### src/rtl/wb_arbiter.sv
// wb_arbiter
// Merges single-cycle ALU results and buffered, variable-latency load results
// onto the register bank's single write port. Exactly one registered write
// (RegW/Rd/wrData) is presented per cycle. The ALU normally wins the port; the
// load FIFO head is forced through after STARVE_MAX consecutive losses.
//
// Ports
//   clk, reset           clock, synchronous active-high reset
//   alu_valid/alu_ready  ALU result handshake; alu_rd/alu_data carry the write
//   mem_valid/mem_ready  load result handshake into the FIFO; mem_rd/mem_data
//   RegW, Rd, wrData     registered bank write port
//   q_reg, q_pending     interlock query: is a write to q_reg still in flight
//   busy                 load FIFO non-empty
//   err                  sticky: a write to an index >= 16 was dropped
module wb_arbiter #(
    parameter int DATA_W     = 32,
    parameter int ADDR_W     = 5,
    parameter int DEPTH      = 4,
    parameter int STARVE_MAX = 3
) (
    input  logic              clk,
    input  logic              reset,
    input  logic              alu_valid,
    output logic              alu_ready,
    input  logic [ADDR_W-1:0] alu_rd,
    input  logic [DATA_W-1:0] alu_data,
    input  logic              mem_valid,
    output logic              mem_ready,
    input  logic [ADDR_W-1:0] mem_rd,
    input  logic [DATA_W-1:0] mem_data,
    output logic              RegW,
    output logic [ADDR_W-1:0] Rd,
    output logic [DATA_W-1:0] wrData,
    input  logic [ADDR_W-1:0] q_reg,
    output logic              q_pending,
    output logic              busy,
    output logic              err
);

    localparam int PTR_W = (DEPTH > 1) ? $clog2(DEPTH) : 1;
    localparam int CNT_W = PTR_W + 1;
    localparam int SC_W  = (STARVE_MAX < 1) ? 1 : $clog2(STARVE_MAX + 1);

    logic [ADDR_W-1:0] fifo_rd_q   [DEPTH];
    logic [ADDR_W-1:0] fifo_rd_d   [DEPTH];
    logic [DATA_W-1:0] fifo_data_q [DEPTH];
    logic [DATA_W-1:0] fifo_data_d [DEPTH];
    logic [PTR_W-1:0]  rd_ptr_q, rd_ptr_d;
    logic [PTR_W-1:0]  wr_ptr_q, wr_ptr_d;
    logic [CNT_W-1:0]  count_q, count_d;
    logic [SC_W-1:0]   starve_q, starve_d;
    logic              regw_q, regw_d;
    logic [ADDR_W-1:0] rd_q, rd_d;
    logic [DATA_W-1:0] wrdata_q, wrdata_d;
    logic              err_q, err_d;

    logic fifo_empty, starved;
    logic alu_xfer, mem_xfer, alu_keep, mem_keep, alu_oor, mem_oor;
    logic pop, push, fifo_hit;

    // Bank implements R0..R15; anything with a set bit at or above bit 4 is out of range.
    function automatic logic out_of_range(input logic [ADDR_W-1:0] rd);
        return 32'(rd) > 32'd15;
    endfunction

    assign fifo_empty = (count_q == '0);
    assign starved    = (starve_q == SC_W'(STARVE_MAX));
    assign busy       = !fifo_empty;
    // Ready depends only on registered count: no combinational ready-from-pop path.
    assign mem_ready  = (count_q < CNT_W'(DEPTH));
    assign alu_ready  = !(starved && busy);

    assign alu_xfer = alu_valid && alu_ready;
    assign mem_xfer = mem_valid && mem_ready;
    assign alu_oor  = out_of_range(alu_rd);
    assign mem_oor  = out_of_range(mem_rd);
    // R0 writes and out-of-range writes complete the handshake but are discarded.
    assign alu_keep = alu_xfer && (alu_rd != '0) && !alu_oor;
    assign mem_keep = mem_xfer && (mem_rd != '0) && !mem_oor;
    assign push     = mem_keep;

    always_comb begin
        rd_ptr_d    = rd_ptr_q;
        wr_ptr_d    = wr_ptr_q;
        count_d     = count_q;
        starve_d    = starve_q;
        regw_d      = 1'b0;
        rd_d        = rd_q;
        wrdata_d    = wrdata_q;
        fifo_rd_d   = fifo_rd_q;
        fifo_data_d = fifo_data_q;
        pop         = 1'b0;

        if (starved && busy) begin
            pop = 1'b1;
        end else if (alu_keep) begin
            regw_d   = 1'b1;
            rd_d     = alu_rd;
            wrdata_d = alu_data;
        end else if (busy) begin
            pop = 1'b1;
        end

        if (pop) begin
            regw_d   = 1'b1;
            rd_d     = fifo_rd_q[rd_ptr_q];
            wrdata_d = fifo_data_q[rd_ptr_q];
            rd_ptr_d = rd_ptr_q + PTR_W'(1);
        end

        // Non-empty and no pop means the ALU took the port this cycle.
        if (pop || fifo_empty) begin
            starve_d = '0;
        end else if (!starved) begin
            starve_d = starve_q + SC_W'(1);
        end

        if (push) begin
            fifo_rd_d[wr_ptr_q]   = mem_rd;
            fifo_data_d[wr_ptr_q] = mem_data;
            wr_ptr_d              = wr_ptr_q + PTR_W'(1);
        end

        case ({push, pop})
            2'b10:   count_d = count_q + CNT_W'(1);
            2'b01:   count_d = count_q - CNT_W'(1);
            default: count_d = count_q;
        endcase
    end

    assign err_d = err_q || (alu_xfer && alu_oor) || (mem_xfer && mem_oor);

    // An entry is live when its distance from the read pointer is below count.
    always_comb begin
        fifo_hit = 1'b0;
        for (int i = 0; i < DEPTH; i++) begin
            if ({1'b0, PTR_W'(i) - rd_ptr_q} < count_q && fifo_rd_q[i] == q_reg) begin
                fifo_hit = 1'b1;
            end
        end
    end

    assign q_pending = (q_reg != '0) && ((regw_q && rd_q == q_reg) || fifo_hit);

    always_ff @(posedge clk) begin
        if (reset) begin
            rd_ptr_q <= '0;
            wr_ptr_q <= '0;
            count_q  <= '0;
            starve_q <= '0;
            regw_q   <= 1'b0;
            rd_q     <= '0;
            wrdata_q <= '0;
            err_q    <= 1'b0;
        end else begin
            rd_ptr_q <= rd_ptr_d;
            wr_ptr_q <= wr_ptr_d;
            count_q  <= count_d;
            starve_q <= starve_d;
            regw_q   <= regw_d;
            rd_q     <= rd_d;
            wrdata_q <= wrdata_d;
            err_q    <= err_d;
        end
    end

    // Storage needs no reset: entries are only read once count marks them live.
    always_ff @(posedge clk) begin
        fifo_rd_q   <= fifo_rd_d;
        fifo_data_q <= fifo_data_d;
    end

    assign RegW   = regw_q;
    assign Rd     = rd_q;
    assign wrData = wrdata_q;
    assign err    = err_q;

endmodule

### config.mk
export PLATFORM = sky130hd
export DESIGN_NAME = wb_arbiter
export DESIGN_NICKNAME = d
export VERILOG_FILES = /design/src/rtl/wb_arbiter.sv
export SDC_FILE = /design/constraint.sdc
export NUM_CORES = 1
export LEC_CHECK = 0
export ABC_AREA = 1
export BUFFER_PORTS_ARGS = -buffer_cell sky130_fd_sc_hd__buf_2
export CORE_ASPECT_RATIO = 0.75
export CORE_MARGIN = 2
export CORE_UTILIZATION = 35
export DETAILED_ROUTE_END_ITERATION = 10
export PLACE_DENSITY = 0.54
export SLEW_MARGIN = 20
export SYNTH_ARGS = -nofsm -noshare
export SYNTH_HDL_FRONTEND = slang
export SYNTH_SLANG_ARGS = --single-unit
export TNS_END_PERCENT = 5
### constraint.sdc
create_clock -name clk -period 4.1 [get_ports clk]
set_input_delay 0.82 -clock clk [delete_from_list [all_inputs] [get_ports clk]]
set_output_delay 0.82 -clock clk [all_outputs]
set_load 0.01 [all_outputs]
==> out/metrics.csv, run 1 <==
metric,value,unit
worst_slew_pin_slew,0.8805,ns
grt_first_pass_wirelength,33580,um
intPower,4139,uW
placed_area,9364,um2
die_h,138.3,um
start_util,35.37,%
globalplace.congestion,0.7934,
synthSimpleGateAreaFrac,24.71,%
power_density,662.4,nW/um2
finalMaxSlewViolations,0,
hold_viol_final,0,
cts_resized,0,
drt_iter0_drc,378,
cts-root-buf,clkbuf_16,
slowest_delay,0.39,ns
place_inst,1252,
grt_pass1_vias,5783,
syn_inst,855,
outcome,"complete, no violations",
fp-row-count,49,
drtPass1Iterations,5,
arrival,2.29,ns
via_per_inst,4.775,
synthAdderAreaFrac,1.725,%
whs,0.4228,ns
crit_path_max_fanout,6,
clkTransAtPathRegs,0.07,ns
syn-mean-instance-area,9.841,um2
cp-end-kind,output port,
clockPowerShare,25.7,%
path_cells,nand2_1 > inv_2 > nor2_1 > inv_1 > ha_1 > a21oi_1 > nor2_1 > nor2_1 > nor2_1 > a21oi_1 > buf_2,
comb_power_share,35.6,%
cts-htree-levels,4,
yosysUniqueCellTypes,29,
grt_setup_unrepaired,false,
clk_path_buf_depth,2,
ioPinCount,126,
yosys_warnings,0,
fin_crit,3.110,ns
dieWidth,183.0,um
grt_max_degree,47,
fin_crit_sh,75.84,%
post-route-cell-area,10020,um2
syn_nets,949,
globalRouteOverflowTotal,0,
syn_area,8414,um2
clock-sinks,196,
crit_top_cell,nor2_1,
grtUsageMet1,26.40,%
timing.slew.headroom,41.22,%
muxShareOfSynthArea,0.1190,%
fmax,0.3216,GHz
fin_skew,0.01385,ns
drc,0,
dpl.hpwl,13820,um
drv_cap,0,
path_class,reg2out,
wire_per_inst,16.82,um
synth-compound-area-share,2.290,%
area_growth,19.14,%
vias,6150,
pwr-share-seq,38.6,%
worst_slack,0.9904,ns
cts_setup_buffers,0,
grtUsageMet2,24.94,%
drt_wl_total,21660,um
ys_ff_latch,196,
grt_usage,17.42,%
power.leakage,0.004259,uW
path_buf_inv,3,
netSwitchingPower,2501,uW
critical_path.startpoint_type,flip-flop,
power.share.switching,37.67,%
grt_use_met3,4.953,%
cts_buffers,17,
cp_slowest_cell,dfxtp_1,
cts_tree,yes,
clk_latency,0.43,ns
tns,0,ns
cts_hold_buf,0,
irDropWorstVdd,0.3599,mV
hp-class,reg2reg,
pre_cts_slack,0.9230,ns
antenna_found_initial,4,
setup_viol,0,
crit_family,simple AND/OR/NAND/NOR gates,
portBuffers,125,
yosys.area_share.xor_xnor,1.665,%
die_area,25310,um2
core,23790,um2
fin_nets,1061,
seq_area_frac_synth,64.24,%
drive_above_1_share,18.59,%
ant_nets,0,
fin_cells,1288,
synth_top_family_by_area,simple AND/OR/NAND/NOR gates,
grt.busiest_layer,met1,
worstPathRequired,3.28,ns
[layout by cell type, fill, tap and decap left out, types with 6 or more instances in the layout]
cell type	netlist	routed
dfxtp_1	48	48
xor2_1	6	6
ha_1	10	10
buf_2	25	125
clkbuf_16	0	17
edfxtp_1	148	148
nand4_1	47	47
o21ai_0	13	13
nand3_1	76	76
nand2_1	312	312
a21oi_1	16	16
buf_4	4	9
xnor2_1	10	10
inv_1	55	55
nor2_1	52	47
[worst paths after layout]
kind                             startpoint           to  slack (ns)  cells after the start
worst max register to register   count_q[2]   count_q[2]        1.36                     13
worst min register to register  starve_q[0]  starve_q[0]        0.42                      1
worst max-delay path            rd_ptr_q[1]    q_pending        0.99                     11
worst min-delay path            starve_q[0]  starve_q[0]        0.42                      1
[final cells by class]
| class | instances | area [um2] |
|---|---|---|
| clock buffer | 20 | 446.7 |
| sequential | 196 | 5405 |
| fill | 2275 | 13760 |
| inverter | 59 | 222.7 |
| clock inverter | 11 | 151.4 |
| multi-input combinational | 554 | 2600 |
| antenna | 3 | 7.507 |
| tap | 306 | 382.9 |
| timing repair buffer | 139 | 808.3 |
[through the flow]
step	util, %	total power, uW
2_1_floorplan	-	4103
3_3_place_gp	39.36	4927
3_5_place_dp	39.36	4932
4_1_cts	41.88	6638
5_1_grt	42.12	7057
6_report	42.14	6640
[registers in the layout, indices dropped and copies added, names as in the netlist]
signal / flops
Rd: 5
starve_q: 2
fifo_data_q: 128
wr_ptr_q: 2
fifo_rd_q: 20
RegW: 1
wrData: 32
err: 1
count_q: 3
rd_ptr_q: 2
[routing by layer]
layer  vias to the layer above  wire length (um)
met5                         -                13
met4                         2               127
met3                        11              1324
met2                       165              9232
met1                      2890             10960
li1                       3082                 -
[worst reg2reg max path, cell delays in order (launching register included)]
cell	delay, ns
dfxtp_1	0.35
clkinv_2	0.17
nand3_2	0.15
a21boi_2	0.08
nand2_2	0.50
nand2_1	0.14
inv_1	0.15
ha_1	0.16
inv_1	0.07
fa_1	0.39
a21oi_1	0.14
o21ai_0	0.10
o21ai_0	0.16
a21oi_1	0.06
[power groups by stage]
| stage | logic, uW | clock network [uW] | registers [uW] |
|---|---|---|---|
| after floorplan | 1440 | 0 | 2660 |
| after global placement | 2320 | 0 | 2610 |
| after detailed placement | 2330 | 0 | 2600 |
| after CTS | 2340 | 1740 | 2560 |
| after global routing | 2650 | 1810 | 2600 |
| final | 2370 | 1710 | 2570 |
[cells in the mapped netlist (all sizes together)]
cell    number  area (um2)
nor2        54       212.7
ha          10       125.1
nor3         1       5.000
a21boi       1       11.26
dfxtp       48       960.9
buf         31       162.7
edfxtp     148        4444
xnor2       10       87.58
a31oi        2       12.51
a22oi        1       7.510
fa           1       20.02
o21ai       13       65.06
inv         58       217.7
nand2      313        1177
xor2         6       52.55
mux2i        1       10.01
nand4       47       294.0
nand3       77       390.4
a21oi       17       96.35
clkinv       1       5.000
clkbuf      15       56.30
[cells by family after synthesis]
logic type	count (synthesis)
AND/OR/NAND/NOR	492
flip-flops	196
buffers and inverters	105
AO/OA/AOI/OAI	34
XOR/XNOR	16
adder cells (fa/ha/maj)	11
multiplexers	1
No activity file was read; power rests on OpenSTA's default activity.
==> run 2: changes to the inputs <==
==> constraint.sdc (replaced) <==
create_clock -name clk -period 2.98 [get_ports clk]
set_input_delay 0.596 -clock clk [delete_from_list [all_inputs] [get_ports clk]]
set_output_delay 0.596 -clock clk [all_outputs]
set_load 0.01 [all_outputs]
==> run 2 against run 1 <==
Compared with the run above: setup slack worse by 0.80 ns; utilization up 0.10 points; global-route usage up 0.35 points; clock-buffer cell count down 2; power up 37%; cell count up 0.47%; die area unchanged; final area up 0.24%; critical endpoint unchanged.
==> out/metrics.csv, run 2 (synthesis results as in run 1) <==
metric,value,unit
outcome,"complete, no violations",
via_per_inst,4.794,
drc,0,
hold_viol_final,0,
tns,0,ns
grt_max_degree,75,
die_area,25310,um2
clkTransAtPathRegs,0.09,ns
cts_hold_buf,0,
crit_path_max_fanout,7,
fmax,0.3588,GHz
drt_wl_total,21790,um
post-route-cell-area,10050,um2
power.leakage,0.004291,uW
grt_usage,17.77,%
clock-sinks,196,
place_inst,1260,
clk_latency,0.44,ns
timing.slew.headroom,42.83,%
globalRouteOverflowTotal,0,
wire_per_inst,16.84,um
layout_common_cells,"312 x nand2_1, 148 x edfxtp_1, 125 x buf_2",
reg2reg_depth,9,
die_h,138.3,um
vias,6203,
fp-row-count,49,
holdPathStages,1,
fin_crit_sh,93.52,%
fin_cells,1294,
r2r_slack,0.73,ns
ant_nets,0,
path_class,reg2out,
power_density,903.9,nW/um2
fin_nets,1067,
portBuffers,125,
antenna_found_initial,2,
slowest_delay,0.49,ns
worst_hold_startpoint,mem_data[25],
drive_above_1_share,19.47,%
start_util,35.37,%
area_growth,19.42,%
worst_slew_pin_slew,0.8576,ns
finalMaxSlewViolations,0,
grt_pass1_vias,5981,
drt_iter0_drc,375,
clk_path_buf_depth,2,
path_cells,nand2_1 > inv_2 > nor2_2 > ha_1 > nand2_1 > nand2_1 > nand2_1 > nand2_1 > nor2_1 > nor2_1 > a21oi_1 > buf_2,
arrival,2.19,ns
cts-root-buf,clkbuf_16,
largest_reg_flops,128,
placed_area,9437,um2
worst_r2r_endpoint,wrData[16],
core,23790,um2
grt_first_pass_wirelength,34100,um
drv_cap,0,
fin_skew,0.01326,ns
crit_top_cell,nand2_1,
cts_buffers,17,
drtPass1Iterations,5,
setup_viol,0,
critical_path.startpoint_type,flip-flop,
irDropWorstVdd,0.5141,mV
dieWidth,183.0,um
dpl.hpwl,13510,um
cp_slowest_cell,dfxtp_1,
cts-htree-levels,4,
hp-class,in2reg,
hold_path_end,fifo_data_q[121],
r2r-start,count_q[1],
fin_crit,2.787,ns
fillers,2346,
final_common_cell,nand2_1,
finalPower,9083,uW
ioPinCount,126,
path_buf_inv,2,
globalplace.congestion,0.7739,
cp-end-kind,output port,
grt_setup_unrepaired,false,
cts_tree,yes,
worstPathRequired,2.38,ns
crit_family,simple AND/OR/NAND/NOR gates,
top_register,fifo_data_q,
[run 2: what timing repair did]
item / in CTS / in global routing
endpoints found under the setup margin: 0 / 1
buffers inserted: 0 / 0
resized for setup: 0 / 1
[run 2: layout make-up]
class                   count  area [um2]  share of cell area [%]
flip-flops and latches    196        5405                   53.79
multi-input cells         554        2603                   25.90
repair buffers            145       825.8                   8.218
clock buffers              18       429.2                   4.271
well taps                 306       382.9                   3.810
inverters                  59       222.7                   2.216
clock inverters            14       175.2                   1.743
diodes                      2       5.005                 0.04981
[run 2: routing by layer]
metal  GRT usage, %  part of all wire (%)  up-vias
met2          26.97                    43      137
li1               -                     -     3096
met5              0                     0        -
met4          3.158                  0.63        0
met1          26.01                    50     2959
met3          4.505                   5.8       11
[run 2: how the worst max path moves through the flow]
stage	startpoint	end	cells past startpoint
floorplan	mem_rd[3]	fifo_data_q[0]	4
CTS	rd_ptr_q[0]	q_pending	11
global route	rd_ptr_q[0]	q_pending	12
global placement	alu_rd[1]	count_q[2]	13
finish	rd_ptr_q[0]	q_pending	12
detailed placement	alu_rd[1]	count_q[2]	13
[run 2: through the flow]
| stage | hold WS, ns | util, % | setup slack [ns] |
|---|---|---|---|
| 3_3_place_gp | 0.4155 | 39.67 | 0.6285 |
| 6_report | 0.3662 | 42.24 | 0.1931 |
| 4_1_cts | 0.3411 | 42.21 | 0.1624 |
| 5_1_grt | 0.3478 | 42.22 | 0.004303 |
| 2_1_floorplan | 0.3983 | - | 0.01015 |
| 3_5_place_dp | 0.4191 | 39.67 | 0.6016 |
[run 2: power breakdown]
group | leakage [uW] | switching [uW] | internal [uW] | total (uW)
clock | 0.000293 | 1170 | 1150 | 2320
combinational | 0.00226 | 2220 | 1010 | 3230
sequential | 0.00174 | 210 | 3320 | 3530
total | 0.00429 | 3610 | 5480 | 9080
==> run 3: changes to the inputs <==
==> constraint.sdc (replaced) <==
create_clock -name clk -period 2.98 [get_ports clk]
set_input_delay 0.596 -clock clk [delete_from_list [all_inputs] [get_ports clk]]
set_output_delay 0.596 -clock clk [all_outputs]
set_load 0.02 [all_outputs]
==> run 3 against run 2 <==
Compared with the run above: clock power increased by 9.1%; critical path depth is the same; sequential power hardly changed; routed wire length decreased by 1.2%; clock skew is 0.0042 ns lower; utilization increased by 0.13 points; sequential share of layout area down 0.15 points; fmax rose by 1.7%; non-clock buffer count increased by 2; clock-buffer cell count up 1; die area unchanged; highest routed layer unchanged.
==> out/metrics.csv, run 3 (synthesis results as in run 1) <==
metric,value,unit
finalMaxSlewViolations,0,
drv_cap,0,
wire_per_inst,16.62,um
drive_above_1_share,19.74,%
ant_nets,0,
clock-sinks,196,
cts-htree-levels,4,
worstPathRequired,2.38,ns
power_density,938.2,nW/um2
cts_tree,yes,
die_area,25310,um2
worst_hold_startpoint,mem_data[10],
comb_power_share,35.9,%
fin_skew,0.009084,ns
hp-class,in2reg,
globalRouteOverflowTotal,0,
cts-root-buf,clkbuf_16,
drt_wl_total,21520,um
r2r-start,count_q[1],
multi_input_area,2603,um2
grt_pass1_vias,5965,
layout_common_cells,"312 x nand2_1, 148 x edfxtp_1, 125 x buf_2",
clockPowerShare,26.8,%
setup_viol,0,
grt_setup_unrepaired,false,
worst_slew_pin_slew,0.8715,ns
crit_path_max_fanout,7,
critical_path.startpoint_type,flip-flop,
core,23790,um2
arrival,2.14,ns
seqCellArea,5406,um2
pwr-share-seq,37.3,%
vias,6204,
via_per_inst,4.791,
path_class,reg2out,
power.share.switching,38.86,%
irDropWorstVdd,0.4623,mV
die_h,138.3,um
r2r_slack,0.74,ns
largest_reg_flops,128,
fillers,2344,
dpl.hpwl,13600,um
drc,0,
ioPinCount,126,
clkTransAtPathRegs,0.08,ns
portBuffers,125,
start_util,35.37,%
worst_r2r_endpoint,wrData[9],
grt_usage,17.66,%
clk_path_buf_depth,2,
hold_viol_final,0,
grt_max_degree,75,
dieWidth,183.0,um
fin_crit,2.740,ns
fin_nets,1069,
top_register,fifo_data_q,
tns,0,ns
timing.slew.headroom,41.90,%
area_growth,19.79,%
outcome,"complete, no violations",
fp-row-count,49,
holdPathStages,1,
reg2reg_depth,9,
netSwitchingPower,3675,uW
power.leakage,0.004313,uW
antenna_found_initial,1,
cts_buffers,17,
fmax,0.3650,GHz
intPower,5782,uW
grt_first_pass_wirelength,34110,um
fin_crit_sh,91.95,%
globalplace.congestion,0.7719,
cp-end-kind,output port,
drt_iter0_drc,448,
hold_path_end,fifo_data_q[42],
finalPower,9457,uW
final_common_cell,nand2_1,
drtPass1Iterations,5,
clk_latency,0.43,ns
-- run 3: cell count changes in the layout (fill, tap and decap cells not counted), sizes merged --
cell      before  now
clkbuf        18   19
clkinvlp       0    2
diode          2    1
bufinv         0    4
clkinv         7    3
inv           66   63
buf          145  147
-- run 3: worst max-delay path by stage --
stage / slack [ns] / end / startpoint / cells after the start
after floorplan: 0.01 / fifo_data_q[0] / mem_rd[3] / 4
after global placement: 0.62 / count_q[2] / alu_rd[1] / 13
after detailed placement: 0.62 / count_q[2] / alu_rd[1] / 13
after CTS: 0.15 / q_pending / rd_ptr_q[1] / 10
after global routing: 0.02 / q_pending / rd_ptr_q[0] / 12
final: 0.24 / q_pending / rd_ptr_q[0] / 12
-- run 3: power by group through the flow --
stage	combinational, uW	sequential (uW)	clock (uW)
2_1_floorplan	2000	3830	0
3_3_place_gp	3410	3590	0
3_5_place_dp	3410	3580	0
4_1_cts	3430	3520	2600
5_1_grt	3810	3570	2720
6_report	3390	3530	2530
-- run 3: what timing repair did --
| item | CTS | global route |
|---|---|---|
| resized for setup | 0 | 2 |
| endpoints found under the setup margin | 0 | 1 |
| buffers inserted | 0 | 0 |
| hold buffers | 0 | 0 |
-- run 3: final cells by class --
class                      instances  area share, %
sequential                       196          53.64
multi-input combinational        554          25.82
timing repair buffer             147          7.969
clock buffer                      19          4.394
tap                              306          3.798
inverter                          59          2.210
clock inverter                    13          2.147
antenna                            1        0.02483
-- run 3: stage by stage --
stage	std cells	setup WS [ns]	area [um2]	hold slack [ns]	util (%)
4_1_cts	1294	0.1549	10070	0.3531	42.35
6_report	1295	0.2399	10080	0.3733	42.37
5_1_grt	1294	0.01793	10080	0.3525	42.36
3_5_place_dp	1262	0.6180	9414	0.4252	39.57
2_1_floorplan	855	0.009561	8414	0.3983	-
3_3_place_gp	1262	0.6227	9414	0.4159	39.57
-- run 3: critical path, stage by stage (launching register included) --
cell and delay, ns:
dfxtp_1 0.46, nand2_1 0.14, inv_2 0.08, nor2_2 0.05, ha_1 0.26, nand2_1 0.06, nand2_1 0.04, nand2_1 0.06
nand2_1 0.05, nor2_1 0.08, nor2_1 0.06, a21oi_1 0.17, buf_2 0.19
-- run 3: routing by layer --
layer  vias up  global-route usage [%]  part of all wire [%]
li1       3095                       -                     -
met1      2938                   26.65                    52
met2       156                   25.36                    42
met3        15                   4.189                   5.1
met4         0                   4.716                  0.91
met5         -                       0                     0
